--- config.mk ---
export PLATFORM = sky130hd
export DESIGN_NAME = keypad_scan_controller
export DESIGN_NICKNAME = d
export VERILOG_FILES = /design/src/rtl/keypad_scan_controller.sv
export SDC_FILE = /design/constraint.sdc
export NUM_CORES = 1
export LEC_CHECK = 0
export CORE_UTILIZATION = 65
export CTS_BUF_LIST = sky130_fd_sc_hd__clkbuf_8
export DETAILED_ROUTE_END_ITERATION = 8
export DONT_BUFFER_PORTS = 1
export PLACE_DENSITY = 0.81
export SLEW_MARGIN = 20
export SYNTH_ARGS = -nofsm -noshare
export SYNTH_HDL_FRONTEND = slang
export SYNTH_SLANG_ARGS = --single-unit
--- constraint.sdc ---
create_clock -name clk -period 2.8 [get_ports clk]
set_input_delay 0.28 -clock clk [delete_from_list [all_inputs] [get_ports clk]]
set_output_delay 0.28 -clock clk [all_outputs]
set_load 0.005 [all_outputs]
--- src/rtl/keypad_scan_controller.sv ---
// 4x3 matrix keypad scanner: rotates a one-hot row drive on a divided scan tick,
// debounces single-column presses and releases, and reports the encoded key.
module keypad_scan_controller #(
  parameter int SCAN_DIV       = 500000,
  parameter int DEBOUNCE_SCANS = 3
) (
  input  logic       clk,
  input  logic       initialize,
  input  logic       col1,
  input  logic       col2,
  input  logic       col3,
  input  logic       scan_en,
  output logic       row1,
  output logic       row2,
  output logic       row3,
  output logic       row4,
  output logic [3:0] key_code,
  output logic       key_valid,
  output logic       key_held,
  output logic [1:0] scan_state
);

  localparam int CNW = (SCAN_DIV > 1) ? $clog2(SCAN_DIV) : 1;
  localparam int DW  = $clog2(DEBOUNCE_SCANS + 2);

  typedef enum logic [1:0] {
    SCAN     = 2'd0,
    DEBOUNCE = 2'd1,
    PRESSED  = 2'd2,
    RELEASE  = 2'd3
  } state_t;

  state_t          state_r, state_n;
  logic [2:0]      col_meta_r, col_sync_r;
  logic [CNW-1:0]  cnt_r;
  logic [3:0]      row_r, row_n, row_rot_s;
  logic [DW-1:0]   dcnt_r, dcnt_n, dcnt_inc_s;
  logic [2:0]      pat_r, pat_n;
  logic [3:0]      key_code_r, key_code_n;
  logic            key_valid_r, key_valid_n;
  logic            key_held_r, key_held_n;
  logic            tick_s, zero_s, single_s;

  // Row 1..3 map to 1..9; row 4 carries star, zero and sharp.
  function automatic logic [3:0] encode_key(input logic [3:0] row, input logic [2:0] col);
    logic [1:0] cidx;
    logic [3:0] code;
    case (col)
      3'b001:  cidx = 2'd0;
      3'b010:  cidx = 2'd1;
      3'b100:  cidx = 2'd2;
      default: cidx = 2'd0;
    endcase
    case (row)
      4'b0001: code = 4'd1 + {2'b00, cidx};
      4'b0010: code = 4'd4 + {2'b00, cidx};
      4'b0100: code = 4'd7 + {2'b00, cidx};
      4'b1000: code = (cidx == 2'd0) ? 4'hA : ((cidx == 2'd1) ? 4'h0 : 4'hB);
      default: code = 4'h0;
    endcase
    return code;
  endfunction

  assign tick_s     = scan_en && (cnt_r == CNW'(SCAN_DIV - 1));
  assign zero_s     = (col_sync_r == 3'b000);
  assign single_s   = (col_sync_r == 3'b001) || (col_sync_r == 3'b010) || (col_sync_r == 3'b100);
  assign row_rot_s  = {row_r[2:0], row_r[3]};
  assign dcnt_inc_s = dcnt_r + DW'(1);

  // Column synchronizer and scan tick divider.
  always_ff @(posedge clk) begin
    if (initialize) begin
      col_meta_r <= 3'b000;
      col_sync_r <= 3'b000;
      cnt_r      <= {CNW{1'b0}};
    end else begin
      col_meta_r <= {col3, col2, col1};
      col_sync_r <= col_meta_r;
      if (tick_s) begin
        cnt_r <= {CNW{1'b0}};
      end else if (scan_en) begin
        cnt_r <= cnt_r + CNW'(1);
      end else begin
        cnt_r <= cnt_r;
      end
    end
  end

  // Scan FSM state and registered outputs.
  always_ff @(posedge clk) begin
    if (initialize) begin
      state_r     <= SCAN;
      row_r       <= 4'b0001;
      dcnt_r      <= {DW{1'b0}};
      pat_r       <= 3'b000;
      key_code_r  <= 4'h0;
      key_valid_r <= 1'b0;
      key_held_r  <= 1'b0;
    end else begin
      state_r     <= state_n;
      row_r       <= row_n;
      dcnt_r      <= dcnt_n;
      pat_r       <= pat_n;
      key_code_r  <= key_code_n;
      key_valid_r <= key_valid_n;
      key_held_r  <= key_held_n;
    end
  end

  // Next-state logic; everything holds between ticks.
  always_comb begin
    state_n     = state_r;
    row_n       = row_r;
    dcnt_n      = dcnt_r;
    pat_n       = pat_r;
    key_code_n  = key_code_r;
    key_valid_n = 1'b0;
    key_held_n  = key_held_r;
    if (tick_s) begin
      case (state_r)
        SCAN: begin
          if (single_s) begin
            pat_n   = col_sync_r;
            dcnt_n  = DW'(1);
            state_n = DEBOUNCE;
          end else begin
            row_n = row_rot_s;
          end
        end
        DEBOUNCE: begin
          if (col_sync_r == pat_r) begin
            dcnt_n = dcnt_inc_s;
            if (dcnt_inc_s >= DW'(DEBOUNCE_SCANS)) begin
              state_n     = PRESSED;
              key_code_n  = encode_key(row_r, pat_r);
              key_valid_n = 1'b1;
              key_held_n  = 1'b1;
            end else begin
              state_n = DEBOUNCE;
            end
          end else if (single_s) begin
            pat_n  = col_sync_r;
            dcnt_n = DW'(1);
          end else begin
            state_n = SCAN;
            dcnt_n  = {DW{1'b0}};
            row_n   = row_rot_s;
          end
        end
        PRESSED: begin
          if (zero_s) begin
            dcnt_n  = DW'(1);
            state_n = RELEASE;
          end else begin
            state_n = PRESSED;
          end
        end
        RELEASE: begin
          if (zero_s) begin
            dcnt_n = dcnt_inc_s;
            if (dcnt_inc_s >= DW'(DEBOUNCE_SCANS)) begin
              state_n    = SCAN;
              dcnt_n     = {DW{1'b0}};
              key_held_n = 1'b0;
              row_n      = row_rot_s;
            end else begin
              state_n = RELEASE;
            end
          end else begin
            state_n = PRESSED;
          end
        end
        default: begin
          state_n = SCAN;
          row_n   = 4'b0001;
        end
      endcase
    end else begin
      state_n = state_r;
    end
  end

  assign row1       = row_r[0];
  assign row2       = row_r[1];
  assign row3       = row_r[2];
  assign row4       = row_r[3];
  assign key_code   = key_code_r;
  assign key_valid  = key_valid_r;
  assign key_held   = key_held_r;
  assign scan_state = state_r;

endmodule

==> impl_results.rst, run 1 <==
.. list-table::
   :header-rows: 1

   * - Metric
     - Value
   * - Die Width
     - 61.5 µm
   * - RSZ-0062 raised after global routing
     - no
   * - Distinct cell type count of the synthesized netlist
     - 50
   * - Remaining Overflow, GRT
     - 0
   * - Asr flop ratio synth
     - 0
   * - Total via count in the routed design
     - 1892
   * - Placer Congestion
     - 0.824
   * - Number of detailed-route iterations in the first pass
     - 4
   * - Core box area
     - 0.00336 mm²
   * - Vias in the first global route
     - 1498
   * - Initial antenna violation count
     - 0
   * - Average cell area after synthesis
     - 8.52 µm²
   * - Max Fanout on Critical Path
     - 11
   * - Biggest area consumer among synthesized cells
     - dfxtp_1
   * - Crit path max-delay cell type
     - or4_4
   * - Count of mapped cells out of synthesis
     - 270
   * - Warnings from Yosys
     - 0
   * - Post-placement cell count
     - 301
   * - Post-CTS setup-driven buffer insertion count
     - 0
   * - Slew of the pin with the lowest slew margin
     - 625 ps
   * - Total buffers and inverters traversed by the critical path
     - 0
   * - Final critical path time including I/O delays and setup
     - 2200 ps
   * - Cell area after placement
     - 0.00229 mm²
   * - Crit end category
     - flop
   * - Worst setup path category
     - reg2reg
   * - Run status
     - finished clean
   * - Fin. max-slew vios
     - 0
   * - Via density per instance
     - 6.12
   * - Worst slew margin relative to its limit
     - 0.580
   * - Post-layout utilization of the core
     - 0.717
   * - Root buffer cell
     - clkbuf_8
   * - Nets in the synthesized netlist
     - 279
   * - Pre-CTS worst setup slack
     - 637 ps
   * - Area used by sequential logic in the layout
     - 861 µm²
   * - Quantity of hold-fixing buffers added after cts
     - 0
   * - Logic depth of the worst path, buffers included
     - 5
   * - Maximum level of the CTS H-tree
     - 2
   * - Register clock-pin slew on the reported worst setup and hold paths
     - 80 ps
   * - Largest net degree at the start of global routing
     - 24
   * - Wire length reported by the detailed router
     - 4380 µm
   * - Area share of the leading cell type in the synthesized netlist
     - 0.374
   * - Length in cells of the worst reg-to-reg path
     - 5
   * - Post-CTS sizing
     - 0
   * - Number of placed I/O pins
     - 18
   * - Drt drc
     - 0
   * - Overall Power
     - 1.17 mW
   * - Worst vdd ir
     - 311 µV
   * - Critical path cell sequence
     - xor2_1, or4_4, nor2_1, a21oi_1, a311oi_1
   * - Die Y-Extent
     - 61.5 µm
   * - Ant. Diodes
     - 0
   * - Source-to-sink clock delay at the later pin of the worst-skew pair
     - 300 ps
   * - Count of nets left with antenna violations after detail routing
     - 0
   * - Worst min-delay path category
     - in2reg
   * - Area occupied by multi-input gates
     - 0.00135 mm²
   * - Starting DRT DRC Count
     - 73
   * - Number of fill cells in the layout
     - 292
   * - Highest clock frequency the design can meet
     - 455 MHz
   * - Fraction of layout instances using a drive strength above 1
     - 0.0760
   * - Hold path cells
     - 1
   * - Standard-cell row count
     - 21
   * - Total Neg Setup Slack
     - 0 ps
   * - Clk sinks
     - 43
   * - Post-route insts no fill
     - 309
   * - Final hold violation count
     - 0
   * - Clock tree from TritonCTS
     - done
   * - EDFF count, synth
     - 0
   * - FF+latch count, synth
     - 43
   * - Maximum Capacitance Violations
     - 0
   * - CTS Buf Count
     - 5
   * - Port Buffers
     - 0
   * - Post-synth top cells
     - dfxtp_1, nor2_1, a21oi_1, xor2_1, nand2_1
   * - Number of setup violations in the final report
     - 0
   * - Cell Area, Synth
     - 0.00230 mm²
   * - Leading cell type by number of instances after synthesis
     - dfxtp_1
   * - Proportion of synthesized chip area in sequential cells
     - 0.374
   * - Post-synth top flop
     - dfxtp_1
   * - Final instance area
     - 0.00241 mm²
   * - Worst Setup Start Kind
     - flop
   * - Final routed wire length divided by cell count
     - 14.2 µm
   * - Maximum clock skew at final layout
     - 8.92 ps
   * - Starting Density
     - 0.684
   * - Biggest area contributors in the synthesized netlist
     - dfxtp_1, xor2_1, nor2_1, a21oi_1, mux2i_1
   * - Ratio of total power to cell area
     - 484 mW/mm²
   * - Critical path data arrival time
     - 2420 ps
   * - Final WS setup
     - 600 ps
   * - Wire length of the first global-routing pass
     - 6580 µm
   * - Leak
     - 0.836 nW
   * - Worst endpoint required time
     - 3020 ps
   * - Worst stage delay on the critical path
     - 550 ps
   * - Growth of design area from synthesis to finish
     - 4.79%
   * - Share of the clock period used by the worst path
     - 0.786
   * - GRT Util Overall
     - 0.237
   * - Cell family contributing the most delay on the critical path
     - simple AND/OR/NAND/NOR gates
   * - Floorplan die area
     - 0.00378 mm²
   * - Maximum root-to-sink buffer count
     - 2
   * - Detail Placement HPWL
     - 3060 µm
   * - Number of nets in the final layout
     - 271
   * - Hold slack final
     - 39.3 ps
[layout by cell type (no fill, tap or decap), drive strengths merged, types with 3 or more instances in the layout]
master	netlist	layout
o21a	3	3
nor2b	7	7
o211ai	3	3
clkbuf	8	6
nor2	35	35
nor3b	4	4
a211oi	3	3
nand2b	3	3
mux2i	7	7
or3	3	3
a21oi	15	15
nor4	4	4
and4	3	3
and3	4	4
ha	3	3
nor3	5	5
inv	6	6
xnor2	8	8
nand4	10	10
a311oi	3	3
nand3	11	11
o21ai	14	14
nand2	14	14
xor2	15	15
dfxtp	43	43
[layer usage]
layer | GRT usage | routed length [µm] | vias up
met2 | 0.412 | 2210 | 38
met5 | 0 | 0 | -
li1 | - | - | 953
met1 | 0.286 | 1930 | 894
met4 | 0.0857 | 66 | 0
met3 | 0.0525 | 174 | 7
[sequential cells by signal, summed over array words and instances, names as in the netlist]
name        count
cnt_r          19
dcnt_r          3
key_code        4
pat_r           3
key_valid       1
col_sync_r      3
row_r           4
key_held        1
col_meta_r      3
scan_state      2
[final cells by class]
class	instances	share of cell area
multi-input combinational	205	0.558
sequential	43	0.357
clock buffer	6	0.0343
tap	46	0.0239
clock inverter	2	0.0145
inverter	6	0.00934
timing repair buffer	1	0.00311
[power breakdown]
group	internal (mW)	switching, mW	total (mW)
sequential	0.618	0.00712	0.625
clock	0.289	0.213	0.501
combinational	0.0164	0.0231	0.0395
[path summary, 6_finish.rpt]
path	from	to	slack [ps]
min	initialize	key_code[2]$_SDFFE_PP0P_	40
max	pat_r[1]$_SDFFE_PP0P_	key_code[1]$_SDFFE_PP0P_	600
max reg2reg	pat_r[1]$_SDFFE_PP0P_	key_code[1]$_SDFFE_PP0P_	600
min reg2reg	col_meta_r[2]$_SDFF_PP0_	col_sync_r[2]$_SDFF_PP0_	430
[kinds of logic after synthesis]
logic type                 after synthesis  synth area share
and+or+nand+nor                        115             0.277
AOI/OAI and AO/OA                       57             0.173
DFF                                     43             0.374
xor gates and xnor gates                23            0.0876
buffers and inverters                   22            0.0413
muxes                                    7            0.0305
adders and majority gates                3            0.0163
(Power assumes the default switching activity.)
==> run 2: changes to the inputs <==
- clock period: 2.8 -> 2.1 ns (I/O delays scaled with it)
==> run 2 against run 1 <==
Net effect:
- via count up 1.9%
- first-iteration DRC count up 44%
- design area up 4.4%
- clock-buffer cell count down 1
- critical path type unchanged
==> impl_results.rst, run 2 (synthesis gave the netlist of run 1 again) <==
.. list-table::
   :header-rows: 1

   * - Metric
     - Value
   * - Final instance area
     - 0.00252 mm² (+4.4%)
   * - Number of detailed-route iterations in the first pass
     - 4 (unchanged)
   * - Final WS setup
     - 149 ps (-452 ps)
   * - Total Neg Setup Slack
     - 0 ps (unchanged)
   * - Number of flip-flops under the largest register name
     - 19 (unchanged)
   * - Highest clock frequency the design can meet
     - 512 MHz (+13%)
   * - Port Buffers
     - 0 (unchanged)
   * - Logic gate share of total power
     - 0.042 (+0.008)
   * - Maximum clock skew at final layout
     - 10.2 ps (+1.32 ps)
   * - Post-placement cell count
     - 310 (+3.0%)
   * - Proportion of power drawn by the clock network
     - 0.414 (-0.016)
   * - Post-route insts no fill
     - 321 (+3.9%)
   * - Wire length reported by the detailed router
     - 4670 µm (+6.4%)
   * - Maximum Capacitance Violations
     - 0 (unchanged)
   * - Worst stage delay on the critical path
     - 440 ps (-110 ps)
   * - Critical path cell sequence
     - ha_1, and4_2, nand4_1, a2111oi_4, mux2i_1, nor2_1
   * - Max Fanout on Critical Path
     - 5 (-6)
   * - Worst setup path category
     - reg2reg
   * - Ratio of total power to cell area
     - 610 mW/mm² (+26%)
   * - Slew of the pin with the lowest slew margin
     - 761 ps (+135 ps)
   * - Placer Congestion
     - 0.944 (+15%)
   * - Final critical path time including I/O delays and setup
     - 1950 ps (-248 ps)
   * - Pre-CTS worst setup slack
     - 60.0 ps (-577 ps)
   * - Vias in the first global route
     - 1685 (+12%)
   * - Leak
     - 0.897 nW (+7.4%)
   * - Final routed wire length divided by cell count
     - 14.5 µm (+2.5%)
   * - Maximum level of the CTS H-tree
     - 2 (unchanged)
   * - Number of placed I/O pins
     - 18 (unchanged)
   * - Run status
     - finished clean
   * - Detail Placement HPWL
     - 3240 µm (+5.9%)
   * - Total via count in the routed design
     - 1928 (+1.9%)
   * - Worst Setup Start Kind
     - flop
   * - Clock tree from TritonCTS
     - done
   * - Largest register by flop count
     - cnt_r
   * - Floorplan die area
     - 0.00378 mm² (unchanged)
   * - Core box area
     - 0.00336 mm² (unchanged)
   * - Worst min-delay path category
     - in2reg
   * - Share of the clock period used by the worst path
     - 0.929 (+0.144)
   * - Count of nets left with antenna violations after detail routing
     - 0 (unchanged)
   * - Source-to-sink clock delay at the later pin of the worst-skew pair
     - 300 ps (about the same)
   * - Final hold violation count
     - 0 (unchanged)
   * - Switching Fraction
     - 0.215 (+0.00705)
   * - Number of fill cells in the layout
     - 280 (-4.1%)
   * - Number of setup violations in the final report
     - 0 (unchanged)
   * - Drt drc
     - 0 (unchanged)
   * - Sequential Power Share
     - 0.543 (+0.007)
   * - Growth of design area from synthesis to finish
     - 9.41%
   * - Fraction of layout instances using a drive strength above 1
     - 0.131 (+0.0549)
   * - Starting DRT DRC Count
     - 105 (+44%)
   * - Via density per instance
     - 6.01 (-1.9%)
   * - Root buffer cell
     - clkbuf_8
   * - Internal power summed over all cells
     - 1.21 mW (+31%)
   * - Number of nets in the final layout
     - 283 (+4.4%)
   * - Crit end category
     - flop
   * - Fin. max-slew vios
     - 0 (unchanged)
   * - GRT Util Overall
     - 0.260 (+0.0230)
   * - Worst endpoint required time
     - 2260 ps (-760 ps)
   * - Leading cell types in the layout, fill and taps excluded
     - dfxtp_1, nor2_1, xor2_1, a21oi_1, nand2_1
   * - RSZ-0062 raised after global routing
     - no
   * - Worst slew margin relative to its limit
     - 0.491 (-0.0887)
   * - Remaining Overflow, GRT
     - 0 (unchanged)
   * - Crit path max-delay cell type
     - a2111oi_4
   * - CTS Buf Count
     - 5 (unchanged)
   * - Overall Power
     - 1.54 mW (+32%)
   * - Clk sinks
     - 43 (unchanged)
   * - Worst vdd ir
     - 460 µV (+48%)
   * - Wire length of the first global-routing pass
     - 7250 µm (+10%)
   * - Most common cell after layout, fill and taps aside
     - dfxtp_1
   * - Die Width
     - 61.5 µm (unchanged)
   * - Initial antenna violation count
     - 0 (unchanged)
   * - Critical path data arrival time
     - 2110 ps (-310 ps)
   * - Die Y-Extent
     - 61.5 µm (unchanged)
   * - Register clock-pin slew on the reported worst setup and hold paths
     - 80 ps (about the same)
   * - Starting Density
     - 0.684 (unchanged)
   * - Standard-cell row count
     - 21 (unchanged)
   * - Cell area after placement
     - 0.00236 mm² (+2.9%)
   * - Ant. Diodes
     - 0 (unchanged)
   * - Power dissipated by switching net loads
     - 0.331 mW (+36%)
   * - Largest net degree at the start of global routing
     - 20 (-17%)
   * - Maximum root-to-sink buffer count
     - 2 (unchanged)
run 2: timing repair:
item	CTS	global route
endpoints found under the setup margin	0	6
hold buffers	1	1
buffers inserted	0	1
endpoints found under the hold margin	19	1
resized for setup	0	6
run 2: final timing paths:
| check | start | to | slack [ps] | cells after the start |
|---|---|---|---|---|
| max | cnt_r[1]$_SDFFE_PP0P_ | pat_r[1]$_SDFFE_PP0P_ | 150 | 6 |
| min | initialize | dcnt_r[2]$_SDFFE_PP0P_ | 20 | 1 |
| max reg2reg | cnt_r[1]$_SDFFE_PP0P_ | pat_r[1]$_SDFFE_PP0P_ | 150 | 6 |
| min reg2reg | col_meta_r[2]$_SDFF_PP0_ | col_sync_r[2]$_SDFF_PP0_ | 430 | 1 |
run 2: metal layers:
layer	track usage	share of wire
met5	0	0
met4	0.117	0.026
met3	0.0735	0.040
met2	0.435	0.48
met1	0.309	0.46
run 2: power by group through the flow:
stage                     registers [mW]  clock network (mW)  logic [mW]
after global placement             0.852                   0      0.0532
after detailed placement           0.853                   0      0.0548
after floorplan                    0.847                   0      0.0536
after CTS                          0.834               0.645      0.0620
final                              0.835               0.636      0.0652
after global routing               0.837               0.681      0.0719
run 2: cell type report:
| class | count | area (µm²) | area share |
|---|---|---|---|
| clock inverter | 3 | 43.8 | 0.0174 |
| inverter | 6 | 22.5 | 0.00895 |
| clock buffer | 5 | 68.8 | 0.0273 |
| sequential | 43 | 865 | 0.343 |
| multi-input combinational | 205 | 1360 | 0.539 |
| tap | 46 | 57.6 | 0.0229 |
| timing repair buffer | 13 | 103 | 0.0408 |
run 2: stage by stage:
step           utilization  hold slack, ps
3_5_place_dp         0.702             284
4_1_cts              0.738            12.9
5_1_grt              0.749            6.29
3_3_place_gp         0.702             282
2_1_floorplan            -             282
6_report             0.749            19.7
run 2: worst max-delay path: cells and delay by family (launching register included):
kind            cells  cell delay, ps
compound gates      1             440
fa+ha+maj           1             190
flops               1             350
mux                 1             250
simple gates        3             570
==> run 3: changes to the inputs <==
- PLACE_DENSITY: 0.81 -> 0.78
==> run 3 against run 2 <==
Net effect:
- design area rose by 0.40%
- sequential cell count is the same
- clock-buffer cell count rose by 1
- register-to-register slack about the same
- combinational power shrank 3.2%
- non-clock buffer count rose by 1
- sequential power hardly changed
- largest power group unchanged
- highest routed layer unchanged
==> impl_results.rst, run 3 (synthesis gave the netlist of run 1 again) <==
.. list-table::
   :header-rows: 1

   * - Metric
     - Value
   * - Startpoint of the worst register-to-register path
     - col_sync_r[2]$_SDFF_PP0_
   * - CTS Buf Count
     - 5 (unchanged)
   * - Placer Congestion
     - 0.853 (-9.6%)
   * - Cell area after placement
     - 0.00237 mm² (+0.32%)
   * - Wire length of the first global-routing pass
     - 7340 µm (+1.3%)
   * - Run status
     - finished clean
   * - Leading cell types in the layout, fill and taps excluded
     - dfxtp_1, nor2_1, xor2_1
   * - Most common cell after layout, fill and taps aside
     - dfxtp_1
   * - Number of nets in the final layout
     - 284 (+0.35%)
   * - Highest metal layer with signal wires
     - met4
   * - Total via count in the routed design
     - 1965 (+1.9%)
   * - Worst Setup Start Kind
     - flop
   * - Starting DRT DRC Count
     - 154 (+47%)
   * - Maximum level of the CTS H-tree
     - 2 (unchanged)
   * - Maximum Capacitance Violations
     - 0 (unchanged)
   * - Fin. max-slew vios
     - 0 (unchanged)
   * - Port Buffers
     - 0 (unchanged)
   * - End of the worst register-to-register path
     - pat_r[0]$_SDFFE_PP0P_
   * - Maximum root-to-sink buffer count
     - 2 (unchanged)
   * - Count of nets left with antenna violations after detail routing
     - 0 (unchanged)
   * - Post-layout utilization of the core
     - 0.751 (+0.00298)
   * - Register clock-pin slew on the reported worst setup and hold paths
     - 80 ps (about the same)
   * - Growth of design area from synthesis to finish
     - 9.84%
   * - Critical path data arrival time
     - 2130 ps (+20 ps)
   * - Number of detailed-route iterations in the first pass
     - 4 (unchanged)
   * - Ant. Diodes
     - 0 (unchanged)
   * - Number of placed I/O pins
     - 18 (unchanged)
   * - Met2 routed WL
     - 2330 µm (+4.3%)
   * - Share of the clock period used by the worst path
     - 0.936 (+0.00623)
   * - Crit end category
     - flop
   * - Final critical path time including I/O delays and setup
     - 1960 ps (+13.1 ps)
   * - Final hold violation count
     - 0 (unchanged)
   * - Area occupied by multi-input gates
     - 0.00136 mm² (+0.28%)
   * - Worst setup path start
     - col_sync_r[2]$_SDFF_PP0_
   * - Worst Hold Launch
     - initialize
   * - Max Fanout on Critical Path
     - 10 (+5)
   * - Worst endpoint required time
     - 2270 ps (about the same)
   * - Vias in the first global route
     - 1698 (+0.77%)
   * - Initial antenna violation count
     - 0 (unchanged)
   * - Floorplan die area
     - 0.00378 mm² (unchanged)
   * - Wire length reported by the detailed router
     - 4680 µm (+0.36%)
   * - Leak
     - 0.902 nW (+0.57%)
   * - Detailed-routed wire length on met3
     - 215 µm (+16%)
   * - GRT Util Overall
     - 0.265 (+0.00462)
   * - Starting Density
     - 0.684 (unchanged)
   * - Worst reg2reg setup slack
     - 140 ps (about the same)
   * - Die Y-Extent
     - 61.5 µm (unchanged)
   * - Via density per instance
     - 6.10 (+1.6%)
   * - Final routed wire length divided by cell count
     - 14.5 µm (about the same)
   * - Slew of the pin with the lowest slew margin
     - 723 ps (-38.2 ps)
   * - Worst setup path category
     - reg2reg
   * - Area used by sequential logic in the layout
     - 861 µm² (-0.43%)
   * - Clk sinks
     - 43 (unchanged)
   * - Die Width
     - 61.5 µm (unchanged)
   * - Clock tree from TritonCTS
     - done
   * - Remaining Overflow, GRT
     - 0 (unchanged)
   * - Drt drc
     - 0 (unchanged)
   * - Largest register by flop count
     - cnt_r
   * - Source-to-sink clock delay at the later pin of the worst-skew pair
     - 290 ps (about the same)
   * - CP Capture Point
     - pat_r[0]$_SDFFE_PP0P_
   * - Largest net degree at the start of global routing
     - 20 (unchanged)
   * - Number of setup violations in the final report
     - 0 (unchanged)
   * - Number of fill cells in the layout
     - 274 (-2.1%)
   * - Final instance area
     - 0.00253 mm² (+0.40%)
   * - Standard-cell row count
     - 21 (unchanged)
   * - Highest clock frequency the design can meet
     - 509 MHz (-0.67%)
   * - Maximum clock skew at final layout
     - 6.34 ps (-3.91 ps)
   * - Number of flip-flops under the largest register name
     - 19 (unchanged)
   * - Core box area
     - 0.00336 mm² (unchanged)
   * - Fraction of layout instances using a drive strength above 1
     - 0.127 (-0.00410)
   * - Worst vdd ir
     - 406 µV (-12%)
   * - Worst min-delay path category
     - in2reg
   * - Ratio of total power to cell area
     - 616 mW/mm² (+0.93%)
   * - Worst slew margin relative to its limit
     - 0.517 (+0.0255)
   * - Detailed-route wire length on metal 1
     - 2020 µm (-5.1%)
   * - Length in cells of the worst reg-to-reg path
     - 5 (-1)
   * - Detail Placement HPWL
     - 3330 µm (+2.9%)
   * - Root buffer cell
     - clkbuf_8
-- run 3: cell types whose count changed in the layout (fill, tap and decap cells not counted) --
cell,change
dfxtp_1,+3
dfxtp_2,-3
buf_4,+2
a21oi_1,-1
a21oi_2,+1
clkbuf_8,+1
clkinv_4,-1
dlygate4sd3_1,-1
nor2_2,-1
nor2_4,+1
or3_1,+1
or3_4,-1
-- run 3: per-stage QoR --
step | setup slack (ps) | hold slack [ps] | power (mW) | TNS, ps | std cells
after floorplan | 248 | 282 | 0.901 | 0 | 270
final | 135 | 18.7 | 1.56 | 0 | 322
after CTS | 93.3 | 13.9 | 1.57 | 0 | 320
after detailed placement | 108 | 284 | 0.908 | 0 | 311
after global routing | -1.91 | 17.5 | 1.60 | -2.06 | 322
after global placement | 180 | 284 | 0.906 | 0 | 311
-- run 3: worst max-delay path, cell delays in order, from the launching register on --
cell	delay (ps)
dfxtp_1	520
or3_1	340
nand4_1	200
a2111oi_4	480
mux2i_1	250
nor2_1	50
-- run 3: how the worst min path moves through the flow --
stage	depth (start not counted)	end	slack [ps]
3_5_place_dp	1	key_code[3]$_SDFFE_PP0P_	280
6_report	1	dcnt_r[2]$_SDFFE_PP0P_	20
5_1_grt	1	dcnt_r[1]$_SDFFE_PP0P_	20
3_3_place_gp	1	col_sync_r[0]$_SDFF_PP0_	280
2_1_floorplan	1	col_sync_r[0]$_SDFF_PP0_	280
4_1_cts	1	dcnt_r[2]$_SDFFE_PP0P_	10
-- run 3: repair_timing --
item | 4_1_cts | 5_1_grt
setup buffers | 0 | 2
endpoints found under the hold margin | 19 | 0
hold buffers | 1 | 0
endpoints found under the setup margin | 0 | 14
resized for setup | 0 | 4
-- run 3: cell type report --
type,count,area share
clock buffers,6,0.0327
clock inverters,2,0.0139
well taps,46,0.0228
inverters,6,0.00891
multi-input cells,205,0.539
flip-flops and latches,43,0.341
repair buffers,14,0.0426
-- run 3: where the power goes --
group	total [mW]	internal (mW)	switching (mW)
logic	0.0631	0.0239	0.0392
clock network	0.661	0.385	0.276
registers	0.833	0.824	0.00867
total	1.56	1.23	0.324
-- run 3: metal layers --
layer,vias up,global-route usage
li1,981,-
met1,914,0.318
met2,56,0.449
met3,14,0.0441
met4,0,0.146
met5,-,0
